<file path="src/rtl/maple_pkg.sv">
// Shared Maple receive definitions: FSM encoding,
// parameter legality checks and beat constants.
package maple_pkg;

  localparam int S_IDLE  = 0;
  localparam int S_PH1   = 1;
  localparam int S_PH2   = 2;
  localparam int S_FLUSH = 3;

  localparam logic [3:0] ST_IDLE  = 4'b0001;
  localparam logic [3:0] ST_PH1   = 4'b0010;
  localparam logic [3:0] ST_PH2   = 4'b0100;
  localparam logic [3:0] ST_FLUSH = 4'b1000;

  localparam logic [3:0] NULL_KEEP = 4'b0000;

  function automatic bit data_bytes_ok(int n);
    return (n == 1) || (n == 2) || (n == 4);
  endfunction

  function automatic bit fifo_depth_ok(int d);
    return (d >= 4) && ((d & (d - 1)) == 0);
  endfunction

endpackage

</file>
<file path="src/rtl/maple_axis_fifo.sv">
// Synchronous beat FIFO with occupancy count; read data
// is forced to zero while empty so idle outputs stay clean.
module maple_axis_fifo #(
  parameter int W     = 8,
  parameter int DEPTH = 8,
  localparam int AW   = $clog2(DEPTH)
) (
  input  logic          aclk,
  input  logic          areset,
  input  logic          wr_en,
  input  logic [W-1:0]  wr_data,
  output logic [AW:0]   occupancy,
  output logic          rd_valid,
  input  logic          rd_ready,
  output logic [W-1:0]  rd_data
);

  logic [W-1:0]  mem [DEPTH];
  logic [AW-1:0] wptr;
  logic [AW-1:0] rptr;
  logic [AW:0]   count;
  logic          do_wr;
  logic          do_rd;
  logic          full;

  assign full      = count[AW];
  assign rd_valid  = |count;
  assign do_rd     = rd_valid & rd_ready;
  assign do_wr     = wr_en & (~full | do_rd);
  assign occupancy = count;
  assign rd_data   = rd_valid ? mem[rptr] : '0;

  always_ff @(posedge aclk) begin
    if (do_wr) begin
      mem[wptr] <= wr_data;
    end
  end

  always_ff @(posedge aclk) begin
    if (areset) begin
      wptr  <= '0;
      rptr  <= '0;
      count <= '0;
    end else begin
      if (do_wr) begin
        wptr <= wptr + 1'b1;
      end
      if (do_rd) begin
        rptr <= rptr + 1'b1;
      end
      case ({do_wr, do_rd})
        2'b10:   count <= count + 1'b1;
        2'b01:   count <= count - 1'b1;
        default: count <= count;
      endcase
    end
  end

endmodule

</file>
<file path="src/rtl/maple_rx_stream_decoder.sv">
// Maple Bus two-phase receive decoder producing AXI4-Stream
// beats with per-lane keep, frame counting and error pulses.
module maple_rx_stream_decoder
  import maple_pkg::*;
#(
  parameter int DATA_BYTES = 4,
  parameter int FIFO_DEPTH = 8,
  parameter int CNT_W      = 12
) (
  input  logic                    aclk,
  input  logic                    areset,
  input  logic                    enable,
  input  logic                    sdcka_data,
  input  logic                    sdcka_posedge,
  input  logic                    sdcka_negedge,
  input  logic                    sdckb_data,
  input  logic                    sdckb_posedge,
  input  logic                    sdckb_negedge,
  output logic [8*DATA_BYTES-1:0] m_tdata,
  output logic [DATA_BYTES-1:0]   m_tkeep,
  output logic [DATA_BYTES-1:0]   m_tstrb,
  output logic                    m_tlast,
  output logic                    m_tvalid,
  input  logic                    m_tready,
  output logic [CNT_W-1:0]        frame_bytes,
  output logic                    frame_done,
  output logic                    frame_error,
  output logic                    overflow
);

  localparam int DW = 8 * DATA_BYTES;
  localparam int LW = (DATA_BYTES > 1) ? $clog2(DATA_BYTES) : 1;
  localparam int OW = $clog2(FIFO_DEPTH) + 1;
  localparam int FW = DW + DATA_BYTES + 1;

  localparam logic [LW-1:0] LANE_LAST = LW'(DATA_BYTES - 1);
  localparam logic [OW-1:0] OCC_FULL  = OW'(FIFO_DEPTH);
  localparam logic [OW-1:0] OCC_RSV   = OW'(FIFO_DEPTH - 1);
  localparam logic [CNT_W-1:0] CNT_MAX = '1;

  if (!data_bytes_ok(DATA_BYTES) || !fifo_depth_ok(FIFO_DEPTH))
  begin : g_bad_param
    $error("maple_rx_stream_decoder: illegal parameters");
  end

  typedef enum logic [3:0] {
    IDLE   = ST_IDLE,
    PHASE1 = ST_PH1,
    PHASE2 = ST_PH2,
    FLUSH  = ST_FLUSH
  } state_t;

  state_t                state;
  logic [6:0]            sh;
  logic [2:0]            bit_cnt;
  logic [LW-1:0]         lane;
  logic [DW-1:0]         word;
  logic [DATA_BYTES-1:0] keep;
  logic [CNT_W-1:0]      byte_cnt;

  logic                  push_vld;
  logic [DW-1:0]         push_data;
  logic [DATA_BYTES-1:0] push_keep;
  logic                  push_last;

  logic                  edge_hit;
  logic                  bit_in;
  logic                  closing;
  logic                  byte_done;
  logic                  word_full;
  logic [7:0]            byte_nxt;
  logic [DW-1:0]         word_nxt;
  logic [DATA_BYTES-1:0] keep_nxt;

  logic [OW-1:0]         occ;
  logic                  pop;
  logic                  room;
  logic                  wr_en;
  logic [FW-1:0]         fifo_rd;
  logic                  unused_ok;

  assign unused_ok = &{1'b0, sdcka_posedge, sdckb_posedge};

  // Only the edge of the expected phase is accepted, and never
  // while enable is low (that cycle belongs to frame close).
  always_comb begin
    edge_hit = 1'b0;
    bit_in   = 1'b0;
    unique case (1'b1)
      state[S_IDLE], state[S_PH1]: begin
        edge_hit = enable & sdcka_negedge;
        bit_in   = sdckb_data;
      end
      state[S_PH2]: begin
        edge_hit = enable & sdckb_negedge;
        bit_in   = sdcka_data;
      end
      default: begin
        edge_hit = 1'b0;
        bit_in   = 1'b0;
      end
    endcase
  end

  assign closing   = ~enable & (state[S_PH1] | state[S_PH2]);
  assign byte_nxt  = {sh, bit_in};
  assign byte_done = edge_hit & (bit_cnt == 3'd7);
  assign word_full = byte_done & (lane == LANE_LAST);

  always_comb begin
    word_nxt = word;
    keep_nxt = keep;
    if (byte_done) begin
      word_nxt[8*int'(lane) +: 8] = byte_nxt;
      keep_nxt[lane]              = 1'b1;
    end
  end

  assign pop   = m_tvalid & m_tready;
  assign room  = push_last ? ((occ < OCC_FULL) | pop)
                           : (occ < OCC_RSV);
  assign wr_en = push_vld & room;

  always_ff @(posedge aclk) begin
    if (areset) begin
      state       <= IDLE;
      sh          <= '0;
      bit_cnt     <= '0;
      lane        <= '0;
      word        <= '0;
      keep        <= '0;
      byte_cnt    <= '0;
      push_vld    <= 1'b0;
      push_data   <= '0;
      push_keep   <= '0;
      push_last   <= 1'b0;
      frame_bytes <= '0;
      frame_done  <= 1'b0;
      frame_error <= 1'b0;
      overflow    <= 1'b0;
    end else begin
      push_vld    <= 1'b0;
      frame_done  <= 1'b0;
      frame_error <= 1'b0;
      overflow    <= push_vld & ~room;

      if (edge_hit) begin
        if (bit_cnt == 3'd7) begin
          sh      <= '0;
          bit_cnt <= '0;
          if (byte_cnt != CNT_MAX) begin
            byte_cnt <= byte_cnt + 1'b1;
          end
          if (word_full) begin
            push_vld  <= 1'b1;
            push_data <= word_nxt;
            push_keep <= '1;
            push_last <= 1'b0;
            word      <= '0;
            keep      <= '0;
            lane      <= '0;
          end else begin
            word <= word_nxt;
            keep <= keep_nxt;
            lane <= lane + 1'b1;
          end
        end else begin
          sh      <= {sh[5:0], bit_in};
          bit_cnt <= bit_cnt + 1'b1;
        end
      end

      unique case (1'b1)
        state[S_IDLE]: begin
          if (enable) begin
            state <= edge_hit ? PHASE2 : PHASE1;
          end
        end
        state[S_PH1]: begin
          if (edge_hit) begin
            state <= PHASE2;
          end
        end
        state[S_PH2]: begin
          if (edge_hit) begin
            state <= PHASE1;
          end
        end
        state[S_FLUSH]: begin
          state <= IDLE;
        end
        default: begin
          state <= IDLE;
        end
      endcase

      // Close the frame: the tlast beat is written during FLUSH,
      // alongside the frame_done and frame_error pulses.
      if (closing) begin
        state       <= FLUSH;
        push_vld    <= 1'b1;
        push_data   <= word;
        push_keep   <= (|keep) ? keep
                                : NULL_KEEP[DATA_BYTES-1:0];
        push_last   <= 1'b1;
        frame_done  <= 1'b1;
        frame_error <= (bit_cnt != 3'd0);
        frame_bytes <= byte_cnt;
        sh          <= '0;
        bit_cnt     <= '0;
        lane        <= '0;
        word        <= '0;
        keep        <= '0;
        byte_cnt    <= '0;
      end
    end
  end

  maple_axis_fifo #(
    .W     (FW),
    .DEPTH (FIFO_DEPTH)
  ) u_fifo (
    .aclk      (aclk),
    .areset    (areset),
    .wr_en     (wr_en),
    .wr_data   ({push_data, push_keep, push_last}),
    .occupancy (occ),
    .rd_valid  (m_tvalid),
    .rd_ready  (m_tready),
    .rd_data   (fifo_rd)
  );

  assign {m_tdata, m_tkeep, m_tlast} = fifo_rd;
  assign m_tstrb = m_tkeep;

endmodule

</file>
<file path="config.mk">
export PLATFORM = sky130hd
export DESIGN_NAME = maple_rx_stream_decoder
export DESIGN_NICKNAME = d
export VERILOG_FILES = /design/src/rtl/maple_pkg.sv /design/src/rtl/maple_axis_fifo.sv /design/src/rtl/maple_rx_stream_decoder.sv
export SDC_FILE = /design/constraint.sdc
export NUM_CORES = 1
export LEC_CHECK = 0
export CORE_MARGIN = 8
export CORE_UTILIZATION = 45
export CTS_CLUSTER_SIZE = 30
export DETAILED_ROUTE_END_ITERATION = 6
export SLEW_MARGIN = 40
export SYNTH_ARGS = -nofsm -noshare
export SYNTH_HDL_FRONTEND = slang
export SYNTH_SLANG_ARGS = --single-unit
</file>
<file path="constraint.sdc">
create_clock -name aclk -period 13.8 [get_ports aclk]
set_clock_uncertainty 0.05 [all_clocks]
set_input_delay 2.76 -clock aclk [delete_from_list [all_inputs] [get_ports aclk]]
set_output_delay 2.76 -clock aclk [all_outputs]
set_load 0.005 [all_outputs]
</file>
# Word level (Yosys, flattened, before mapping)
# Memory sizes are Yosys's and may differ from the RTL's. A register that Yosys moved wholly into a read port is not among the register bits.
# Cells that the tools add are included.
classes:
  n_eq_ne: 5
  reduce_logical: 16
  order_cmp: 4
  shift: 2
  n_addsub: 8
  n_mux: 43
  bitwise_logic: 17
op_table:
  columns: ["cell", "n"]
  rows:
  - ["32-bit 2-to-1 mux", 6]
  - ["37-bit 2-to-1 mux", 1]
  - ["5-bit negation with 33-bit output", 1]
  - ["8-bit by 33-bit variable shift with 32-bit output (first input constant)", 1]
  - ["8-bit by 33-bit indexed part select with 32-bit output", 1]
  - ["32-bit bitwise mux", 1]
  - ["4-bit 2-to-1 mux", 7]
  - ["3-bit 2-to-1 mux", 7]
  - ["1-bit 2-to-1 mux", 14]
  - ["12-bit by 1-bit adder with 12-bit output (second input constant)", 1]
  - ["12-bit != test (second input constant)", 1]
  - ["2-bit nonzero test", 5]
  - ["3-bit by 1-bit adder with 3-bit output (second input constant)", 3]
  - ["1-bit bitwise AND", 9]
  - ["3-bit case mux with 3 select lines", 1]
  - ["3-bit AND reduction", 3]
  - ["4-bit case mux with 2 select lines", 1]
  - ["4-bit OR reduction", 2]
  - ["7-bit 2-to-1 mux", 1]
  - ["2-bit OR reduction", 3]
  - ["4-bit by 1-bit adder with 4-bit output (second input constant)", 1]
  - ["2-bit equality test (second input constant)", 2]
  - ["4-bit by 3-bit < comparator with 1-bit output (second input constant)", 1]
  - ["4-bit < comparator (second input constant)", 1]
  - ["other kinds (15)", 21]
word_totals:
  memories: 1
  register_bits: 126
  mem_bits_rw: 296
  word_cells: 115
  in_bits: 10
memory_table:
  columns: ["name", "depth", "width", "read_ports", "rd_clocked_by_memory_dff", "write_ports", "line_no", "rtl"]
  rows:
  - ["u_fifo.mem", 8, 37, 1, 1, 1, "maple_axis_fifo.sv:18", "logic [W-1:0] mem [DEPTH];"]

# Depth between registers and ports, before layout
# Gate-level depths: netlist of the first run.
logic_depth:
  ltp_word: 9
  mapped_depth: 12
  ltp_nobuf: 10

# Cells and area by module
# A second synthesis of the first run with hierarchy kept.
hier_totals:
  hier_cells: 1115
  hier_area_um2: 17078.9
by_module_without_submodules:
  columns: ["module", "instances", "cells_each", "seq_area_each_um2", "area_each_um2"]
  rows:
  - ["maple_axis_fifo", 1, 541, 9148.8, 11941.5]
  - ["maple_rx_stream_decoder", 1, 574, 2322.2, 5137.4]

# Worst setup path after synthesis of the first run
# Ideal clock, no wire load.
synth_timing:
  path_type: "input-to-reg"
  from: "input port m_tready"
  to: "memory u_fifo.mem[0][0] in the netlist's numbering (enable)"
  setup_slack_ps: 7315
  path_stages: 4
  arrival_ps: 5958
  cell_sequence: "a21bo_2 nand3_1 or2_2 nor3_1"
synth_between:
  elab_chain_cells: 7
synth_rtl:
  columns: ["element", "line_no", "rtl"]
  rows:
  - ["start: declaration", "maple_rx_stream_decoder.sv:24", "input logic m_tready,"]
  - ["1-bit bitwise AND (*)", "maple_axis_fifo.sv:28, maple_rx_stream_decoder.sv:119", null]
  - ["1-bit bitwise OR", "maple_rx_stream_decoder.sv:120", "assign room = push_last ? ((occ < OCC_FULL) | pop)"]
  - ["1-bit 2-to-1 mux", "maple_rx_stream_decoder.sv:120", null]
  - ["1-bit bitwise AND", "maple_rx_stream_decoder.sv:122", "assign wr_en = push_vld & room;"]
  - ["1-bit bitwise AND (*)", "maple_axis_fifo.sv:29", "assign do_wr = wr_en & (~full | do_rd);"]
  - ["1-bit 2-to-1 mux (*)", "maple_axis_fifo.sv:34", "if (do_wr) begin"]
  - ["1-bit 2-to-1 mux (implied by the code) (*)", "maple_axis_fifo.sv:35", "mem[wptr] <= wr_data;"]
  - ["end: declaration", "maple_axis_fifo.sv:18", null]
# Mark *: on every way between the ends. The rest lies on a longest branch, timed or not.

==> results of run 1 <==
[per-layer routing]
layer	part of all wire, %	vias to the layer above	global-route usage [%]
li1	-	4449	-
met1	46	4787	21.8
met2	47	186	25.8
met3	4.3	50	2.61
met4	2.4	0	4.73
met5	0	-	0
[critical path: stages (launching register included)]
cell and delay, ns:
dfxtp_4 0.59, buf_4 0.71, mux4_2 0.41, mux2i_1 0.24
nor2_1 0.06, clkdlybuf4s50_1 0.48
[flip-flops by register name, indices dropped and copies added (netlist names), 3 cells and up, named ones only]
| name | count |
|---|---|
| bit_cnt | 3 |
| byte_cnt | 12 |
| frame_bytes | 12 |
| keep | 3 |
| push_data | 32 |
| push_keep | 4 |
| sh | 7 |
| state | 3 |
| u_fifo.mem | 296 |
| u_fifo.occupancy | 4 |
| u_fifo.rptr | 3 |
| u_fifo.wptr | 3 |
| word | 32 |
[worst paths after layout]
check | startpoint | to | slack [ns]
min reg2reg | word[31]$_SDFFE_PP0P_ | word[31]$_SDFFE_PP0P_ | 0.38
max | register | m_tdata[23] | 7.90
max reg2reg | u_fifo.occupancy[0]$_SDFFE_PP0P_ | u_fifo.occupancy[2]$_SDFFE_PP0P_ | 10.89
min | word[31]$_SDFFE_PP0P_ | word[31]$_SDFFE_PP0P_ | 0.38
[where the power goes]
part / leakage (nW) / total, mW / switching [mW] / internal, mW
clock network: 0.722 / 1.18 / 0.472 / 0.712
registers: 3.67 / 1.38 / 0.0214 / 1.36
logic: 1.67 / 0.303 / 0.147 / 0.156
total: 6.06 / 2.87 / 0.641 / 2.23
[kinds of logic (layout without fill, tap and decap cells)]
kind of cell	after synthesis	count (layout)	share of synthesized area, %
XOR/XNOR	6	6	0.306
multiplexers	123	123	12.6
buffers and inverters	127	209	3.33
AO/OA/AOI/OAI	173	173	7.93
adder cells (fa/ha/maj)	16	16	1.17
AND/OR/NAND/NOR	264	264	7.77
flip-flops	425	425	66.9
[area by class of cell]
type,count,area [sq um],area share [%]
well taps,511,639,3.24
inverters,44,165,0.836
repair buffers,85,821,4.15
multi-input cells,582,5190,26.2
flip-flops and latches,425,11500,58.1
clock inverters,23,221,1.12
clock buffers,57,1240,6.30
[synthesized netlist by cell type (7+ instances only)]
library cell  instances  share of area [%]
a21oi_1              68                2.0
nor2_1               76                1.7
buf_2                34               0.99
clkbuf_1             35               0.77
nand4_1              12               0.44
nor2b_1              23               0.84
nand2_1              76                1.7
or3_1                 9               0.33
mux4_2               74                9.7
nand3_1              11               0.32
nor4_1                7               0.26
o31ai_1               8               0.35
dfxtp_1             129                 15
nand4b_1              9               0.46
o21ai_0              18               0.53
buf_4                 8               0.35
ha_1                 16                1.2
o221ai_2             20                1.8
nand2b_1              8               0.29
a32o_1               25                1.5
mux2i_1              48                2.8
edfxtp_1            296                 52
inv_1                43               0.94
[through the flow]
step           std cells  total power [mW]
5_1_grt             1727              2.98
4_1_cts             1725              2.90
2_1_floorplan       1134              1.60
6_report            1727              2.87
3_3_place_gp        1645              1.71
3_5_place_dp        1645              1.72
==> impl_metrics.ini, run 1 <==
[global_routing]
grt_max_degree = 55
grt_pass1_vias = 9506
grt_overflow = 0
grt_pass1_wl_mm = 55.6
grt.total_usage_pct = 15.9
grt_antenna_before_repair = 0

[placed_design]
dp_hpwl_mm = 20.3
post_dp_cell_area_sq_um = 18300
gp_congestion = 0.779
io_buffer_count = 64
pre_cts_ws_ns = 7.84

[die]
core_sq_um = 37600
die_x_um = 211
die_area_sq_um = 44600
start_util_pct = 45.6
io_pins = 67
num_rows = 71
die_h_um = 211

[routing]
wl_per_cell_um = 20.6
vias = 9472
avgViaCountPerCell = 5.48
drt_iter0_drc = 496
firstDrtPassIters = 5
drc = 0
postRouteAntennaNets = 0
wl_mm = 35.6

[clock_tree]
cts.clk_slew.worst_paths_ns = 0.06
hold_buffers = 0
clock-sinks = 425
post-cts-setup-buffers = 0
cts_resized = 0
cts_buffer_depth = 3
cts_made_buffers = 45
clock_latency_ns = 0.53
cts_tree = done
h-tree-depth = 2
cts_root_buffer = clkbuf_16

[power_and_ir_drop]
leakage_nw = 6.06
power.density_nw_per_um2 = 145
peakVddDrop_mv = 0.0908

[sta]
fmax_mhz = 170
setup_slack_ns = 7.90
hold_ws_ns = 0.379
finalCritPeriodShare_pct = 42.7
period_minus_slack_ns = 5.90
fin_tns_setup_ns = 0
slew_headroom_pct = 46.9
hold_viol = 0
drv_slew = 0
rsz0062_at_grt = false
setup_viol_count_final = 0
tightestPinTransition_ns = 0.797

[hold_path]
hold_class = reg2reg
min_path_cells = 2

[final_layout]
nets = 1209
fillers = 3111
fin_util_pct = 52.6
postLayoutCellArea_sq_um = 19800
area_growth_pct = 15.2
diodes = 0
layout_common_cells = edfxtp_1, dfxtp_1, nand2_1
drive_above_1_share_pct = 17.5
layout_commonest_cell = edfxtp_1

[synthesis]
syn_area_sq_um = 17100
synth-async-reset-ratio_pct = 0
synth_cell_types = 64
ys_seq_elements = 425
yosysSeqAreaShare_pct = 66.9
synth_nets = 1160
synthFlopType = edfxtp_1
syn_inst = 1134
synth_edf_count = 296
syn_area_per_cell_sq_um = 15.1
yosys_warnings = 0

[critical_path]
arrival_ns = 3.09
critPathKind = reg2out
start_kind = register
cp.required_ns = 10.99
reg2regPathDepth = 11
end_kind = output pin
crit_fanout = 53

[outcome]
status = completed

[job]
timing.max_cap.violations = 0
No activity file was read; power rests on OpenSTA's default activity.
==> inputs of run 2 (changes only) <==
==> constraint.sdc (replaced) <==
create_clock -name aclk -period 5.9 [get_ports aclk]
set_clock_uncertainty 0.05 [all_clocks]
set_input_delay 1.18 -clock aclk [delete_from_list [all_inputs] [get_ports aclk]]
set_output_delay 1.18 -clock aclk [all_outputs]
set_load 0.005 [all_outputs]
==> run 2 against run 1 <==
Net effect:
- worst setup slack worse by 6.4 ns
- combinational power increased by 130%
- cell area is 0.25% lower
- final cell count grew 0.41%
- utilization fell by 0.13 points
- flip-flop and latch count stayed put
- wire length is 1.8% higher
- sequential share of layout area increased by 0.16 points
- clock power grew 120%
- sequential power up 130%
- global-route usage grew 0.38 points
- die area did not move
- critical path type unchanged
- critical endpoint is now m_tdata[12]
- largest power group unchanged
==> impl_metrics.ini, run 2 (synthesis results as in run 1) <==
[power_and_ir_drop]
leakage_nw = 6.02
peakVddDrop_mv = 0.327
clockPowerShare_pct = 39.5
p_comb_share_pct = 10.8
p_seq_share_pct = 49.7
switching_share_pct = 22.8
internal_power_mw = 5.04
p_sw_mw = 1.49
power.density_nw_per_um2 = 331

[final_layout]
drive_above_1_share_pct = 17.2
postLayoutCellArea_sq_um = 19700
area_growth_pct = 14.9
fin_util_pct = 52.4
diodes = 0
nets = 1213
largest_register_ffs = 296
fillers = 3079
multi_input_area_sq_um = 5190
largest-register = u_fifo.mem
top_regs = u_fifo.mem: 296 flops, push_data: 32 flops, word: 32 flops
layout_common_cells = edfxtp_1, dfxtp_1, nand2_1
regArea_sq_um = 11500
stdcell_count = 1734
layout_commonest_cell = edfxtp_1

[job]
timing.max_cap.violations = 0

[placed_design]
dp_hpwl_mm = 22.0
io_buffer_count = 64
dp_cells = 1652
gp_congestion = 0.805
post_dp_cell_area_sq_um = 18300

[clock_tree]
cts.clk_slew.worst_paths_ns = 0.06
cts_root_buffer = clkbuf_16
cts_tree = done
hold_buffers = 0
post-cts-setup-buffers = 0
clock_latency_ns = 0.55
h-tree-depth = 2
cts_made_buffers = 44
clock-sinks = 425
cts_buffer_depth = 3
cts_resized = 0

[die]
die_area_sq_um = 44600
die_h_um = 211
num_rows = 71
io_pins = 67
start_util_pct = 45.6
die_x_um = 211
core_sq_um = 37600

[routing]
avgViaCountPerCell = 5.46
postRouteAntennaNets = 0
firstDrtPassIters = 5
wl_per_cell_um = 20.9
drc = 0
drt_iter0_drc = 515
wl_mm = 36.3
vias = 9474

[outcome]
status = completed

[global_routing]
grt_max_degree = 39
grt_overflow = 0
grt_antenna_before_repair = 0
grt_pass1_vias = 9785
grt.total_usage_pct = 16.3
grt_pass1_wl_mm = 56.9

[critical_path]
cp.required_ns = 4.67
crit_fanout = 23
critPathKind = reg2out
arrival_ns = 3.17
start_kind = register
r2r_start = push_last$_SDFFE_PP0P_
end_kind = output pin

[sta]
fmax_mhz = 227
period_minus_slack_ns = 4.40
setup_viol_count_final = 0
drv_slew = 0
finalCritPeriodShare_pct = 74.6
hold_ws_ns = 0.376
slew_headroom_pct = 43.9
fin_tns_setup_ns = 0
tightestPinTransition_ns = 0.842
rsz0062_at_grt = false
hold_viol = 0

[hold_path]
hold_class = reg2reg
hold_start = word[24]$_SDFFE_PP0P_
## run 2: cell count changes in the layout (fill, tap and decap cells not counted), moves of 2 or more
| cell | previous run | this run |
|---|---|---|
| buf_4 | 17 | 23 |
| buf_6 | 2 | 0 |
| bufinv_16 | 4 | 0 |
| clkbuf_1 | 8 | 19 |
| clkbuf_16 | 48 | 44 |
| clkbuf_8 | 1 | 7 |
| clkinv_2 | 9 | 1 |
## run 2: final timing paths
| kind | endpoint | slack [ns] | cells past startpoint |
|---|---|---|---|
| setup / recovery | m_tdata[12] | 1.50 | 6 |
| hold reg to reg | word[24]$_SDFFE_PP0P_ | 0.38 | 2 |
| hold / removal | word[24]$_SDFFE_PP0P_ | 0.38 | 2 |
| setup reg to reg | u_fifo.mem[4][20]$_DFFE_PP_ | 2.92 | 5 |
## run 2: stage by stage
| step | power [mW] | worst slack [ns] |
|---|---|---|
| finish | 6.53 | 1.50 |
| global route | 6.78 | 1.27 |
| CTS | 6.61 | 1.38 |
| detailed placement | 4.04 | 1.82 |
| global placement | 4.01 | 1.59 |
| floorplan | 3.75 | 0.995 |
## run 2: metal layers
layer | up-vias | track usage [%] | share of wire (%)
met2 | 188 | 26.7 | 48
li1 | 4453 | - | -
met5 | - | 0 | 0
met3 | 55 | 2.92 | 4.0
met4 | 0 | 5.09 | 2.6
met1 | 4778 | 21.9 | 46
## run 2: cell type report
cell class	count	share of cell area, %
flip-flops and latches	425	58.3
multi-input cells	582	26.3
clock buffers	70	6.44
repair buffers	90	4.42
well taps	511	3.24
inverters	44	0.838
clock inverters	12	0.451
## run 2: power groups by stage
stage / Clock [mW] / Combinational (mW) / Sequential (mW)
2_1_floorplan: 0 / 0.484 / 3.27
3_3_place_gp: 0 / 0.685 / 3.33
3_5_place_dp: 0 / 0.725 / 3.31
4_1_cts: 2.64 / 0.726 / 3.25
5_1_grt: 2.75 / 0.774 / 3.25
6_report: 2.58 / 0.704 / 3.24
## run 2: critical path: stages (launching register included)
cell and delay (ns):
dfxtp_4 0.69, buf_12 0.28, buf_4 0.34, mux4_2 0.56, mux2i_1 0.21, nor2_1 0.06, clkdlybuf4s50_1 0.47
==> inputs of run 3 (changes only) <==
==> constraint.sdc (replaced) <==
create_clock -name aclk -period 4.3 [get_ports aclk]
set_clock_uncertainty 0.05 [all_clocks]
set_input_delay 0.86 -clock aclk [delete_from_list [all_inputs] [get_ports aclk]]
set_output_delay 0.86 -clock aclk [all_outputs]
set_load 0.005 [all_outputs]
==> run 3 against run 2 <==
Net effect:
- clock power rose by 47%
- critical path depth shrank 1
- first-iteration DRC count unchanged
- sequential power grew 37%
- die area did not move
- largest cell class unchanged
- non-clock buffer count grew 11
- power is 42% higher
- wire length fell by 0.29%
==> impl_metrics.ini, run 3 (synthesis results as in run 1) <==
[critical_path]
critical_path.cell_chain = buf_4 -> mux4_2 -> mux2i_1 -> nor2_1 -> clkdlybuf4s50_1
crit_fanout = 14
arrival_ns = 2.75
cp.required_ns = 3.39
critPathSlowestCell = mux4_2
critPathKind = reg2out
end_kind = output pin
slowest_delay_ns = 0.55
start_kind = register

[sta]
period_minus_slack_ns = 3.66
rsz0062_at_grt = false
slew_headroom_pct = 46.4
hold_viol = 0
finalCritPeriodShare_pct = 85.2
tightestPinTransition_ns = 0.802
fin_tns_setup_ns = 0
drv_slew = 0
fmax_mhz = 273
setup_viol_count_final = 0

[final_layout]
drive_above_1_share_pct = 18.6
nets = 1224
largest-register = u_fifo.mem
postLayoutCellArea_sq_um = 20000
stdcell_count = 1745
fin_util_pct = 53.2
layout_commonest_cell = edfxtp_1
diodes = 0
layout_common_cells = edfxtp_1, dfxtp_1, nand2_1
largest_register_ffs = 296
top_regs = u_fifo.mem: 296 flops, push_data: 32 flops, word: 32 flops
area_growth_pct = 16.5

[clock_tree]
post-cts-setup-buffers = 0
cts_buffer_depth = 3
clock-sinks = 425
cts_resized = 0
cts_tree = done
h-tree-depth = 2
cts_made_buffers = 44
clock_latency_ns = 0.54
hold_buffers = 0
cts.clk_slew.worst_paths_ns = 0.06
cts_root_buffer = clkbuf_16

[routing]
avgViaCountPerCell = 5.49
firstDrtPassIters = 5
vias = 9578
drc = 0
wl_mm = 36.2
drt_iter0_drc = 515
postRouteAntennaNets = 0
wl_per_cell_um = 20.7

[power_and_ir_drop]
peakVddDrop_mv = 0.278
total_power_mw = 9.25
leakage_nw = 6.16
power.density_nw_per_um2 = 463

[placed_design]
dp_cells = 1663
dp_hpwl_mm = 22.0
gp_congestion = 0.777
io_buffer_count = 64
post_dp_cell_area_sq_um = 18500

[die]
start_util_pct = 45.6
die_h_um = 211
io_pins = 67
die_x_um = 211
core_sq_um = 37600
num_rows = 71
die_area_sq_um = 44600

[job]
timing.max_cap.violations = 0

[global_routing]
grt_overflow = 0
grt_antenna_before_repair = 0
grt_max_degree = 38
grt_pass1_wl_mm = 57.1
grt.total_usage_pct = 16.3
grt_pass1_vias = 9844

[outcome]
status = completed

[hold_path]
hold_class = reg2reg
-- run 3: through the flow --
step	worst slack, ns	hold slack [ns]
2_1_floorplan	0.0486	0.358
3_3_place_gp	0.889	0.370
3_5_place_dp	0.861	0.370
4_1_cts	0.530	0.380
5_1_grt	0.433	0.400
6_report	0.638	0.377
-- run 3: worst paths after layout --
check	from	to	slack (ns)	cells after the start
min reg2reg	word[29]$_SDFFE_PP0P_	word[29]$_SDFFE_PP0P_	0.38	2
min	word[29]$_SDFFE_PP0P_	word[29]$_SDFFE_PP0P_	0.38	2
max	register	m_tdata[0]	0.64	5
max reg2reg	u_fifo.occupancy[0]$_SDFFE_PP0P_	u_fifo.occupancy[2]$_SDFFE_PP0P_	1.56	11
-- run 3: cell type report --
type / instances / area [sq um]
fill: 3081 / 17600
sequential: 425 / 11500
multi-input combinational: 582 / 5180
clock buffer: 65 / 1290
timing repair buffer: 101 / 1050
tap: 511 / 639
clock inverter: 17 / 175
inverter: 44 / 165
-- run 3: critical path, delay by kind of cell (launching register included) --
family                 cells  cell delay (ns)
buffers and inverters      2             0.81
flip-flops                 1             0.52
AND/OR/NAND/NOR            1             0.07
multiplexers               2             0.80
-- run 3: power breakdown --
group | switching, mW | internal (mW)
clock | 1.53 | 2.27
sequential | 0.0600 | 4.37
combinational | 0.487 | 0.527
total | 2.08 | 7.17
-- run 3: metal layers --
layer  track usage, %  share of wire [%]  vias up
met3             2.97                4.1       47
met4             3.96                1.6        0
met5                0                  0        -
met1             22.0                 46     4863
met2             27.1                 49      184
li1                 -                  -     4484
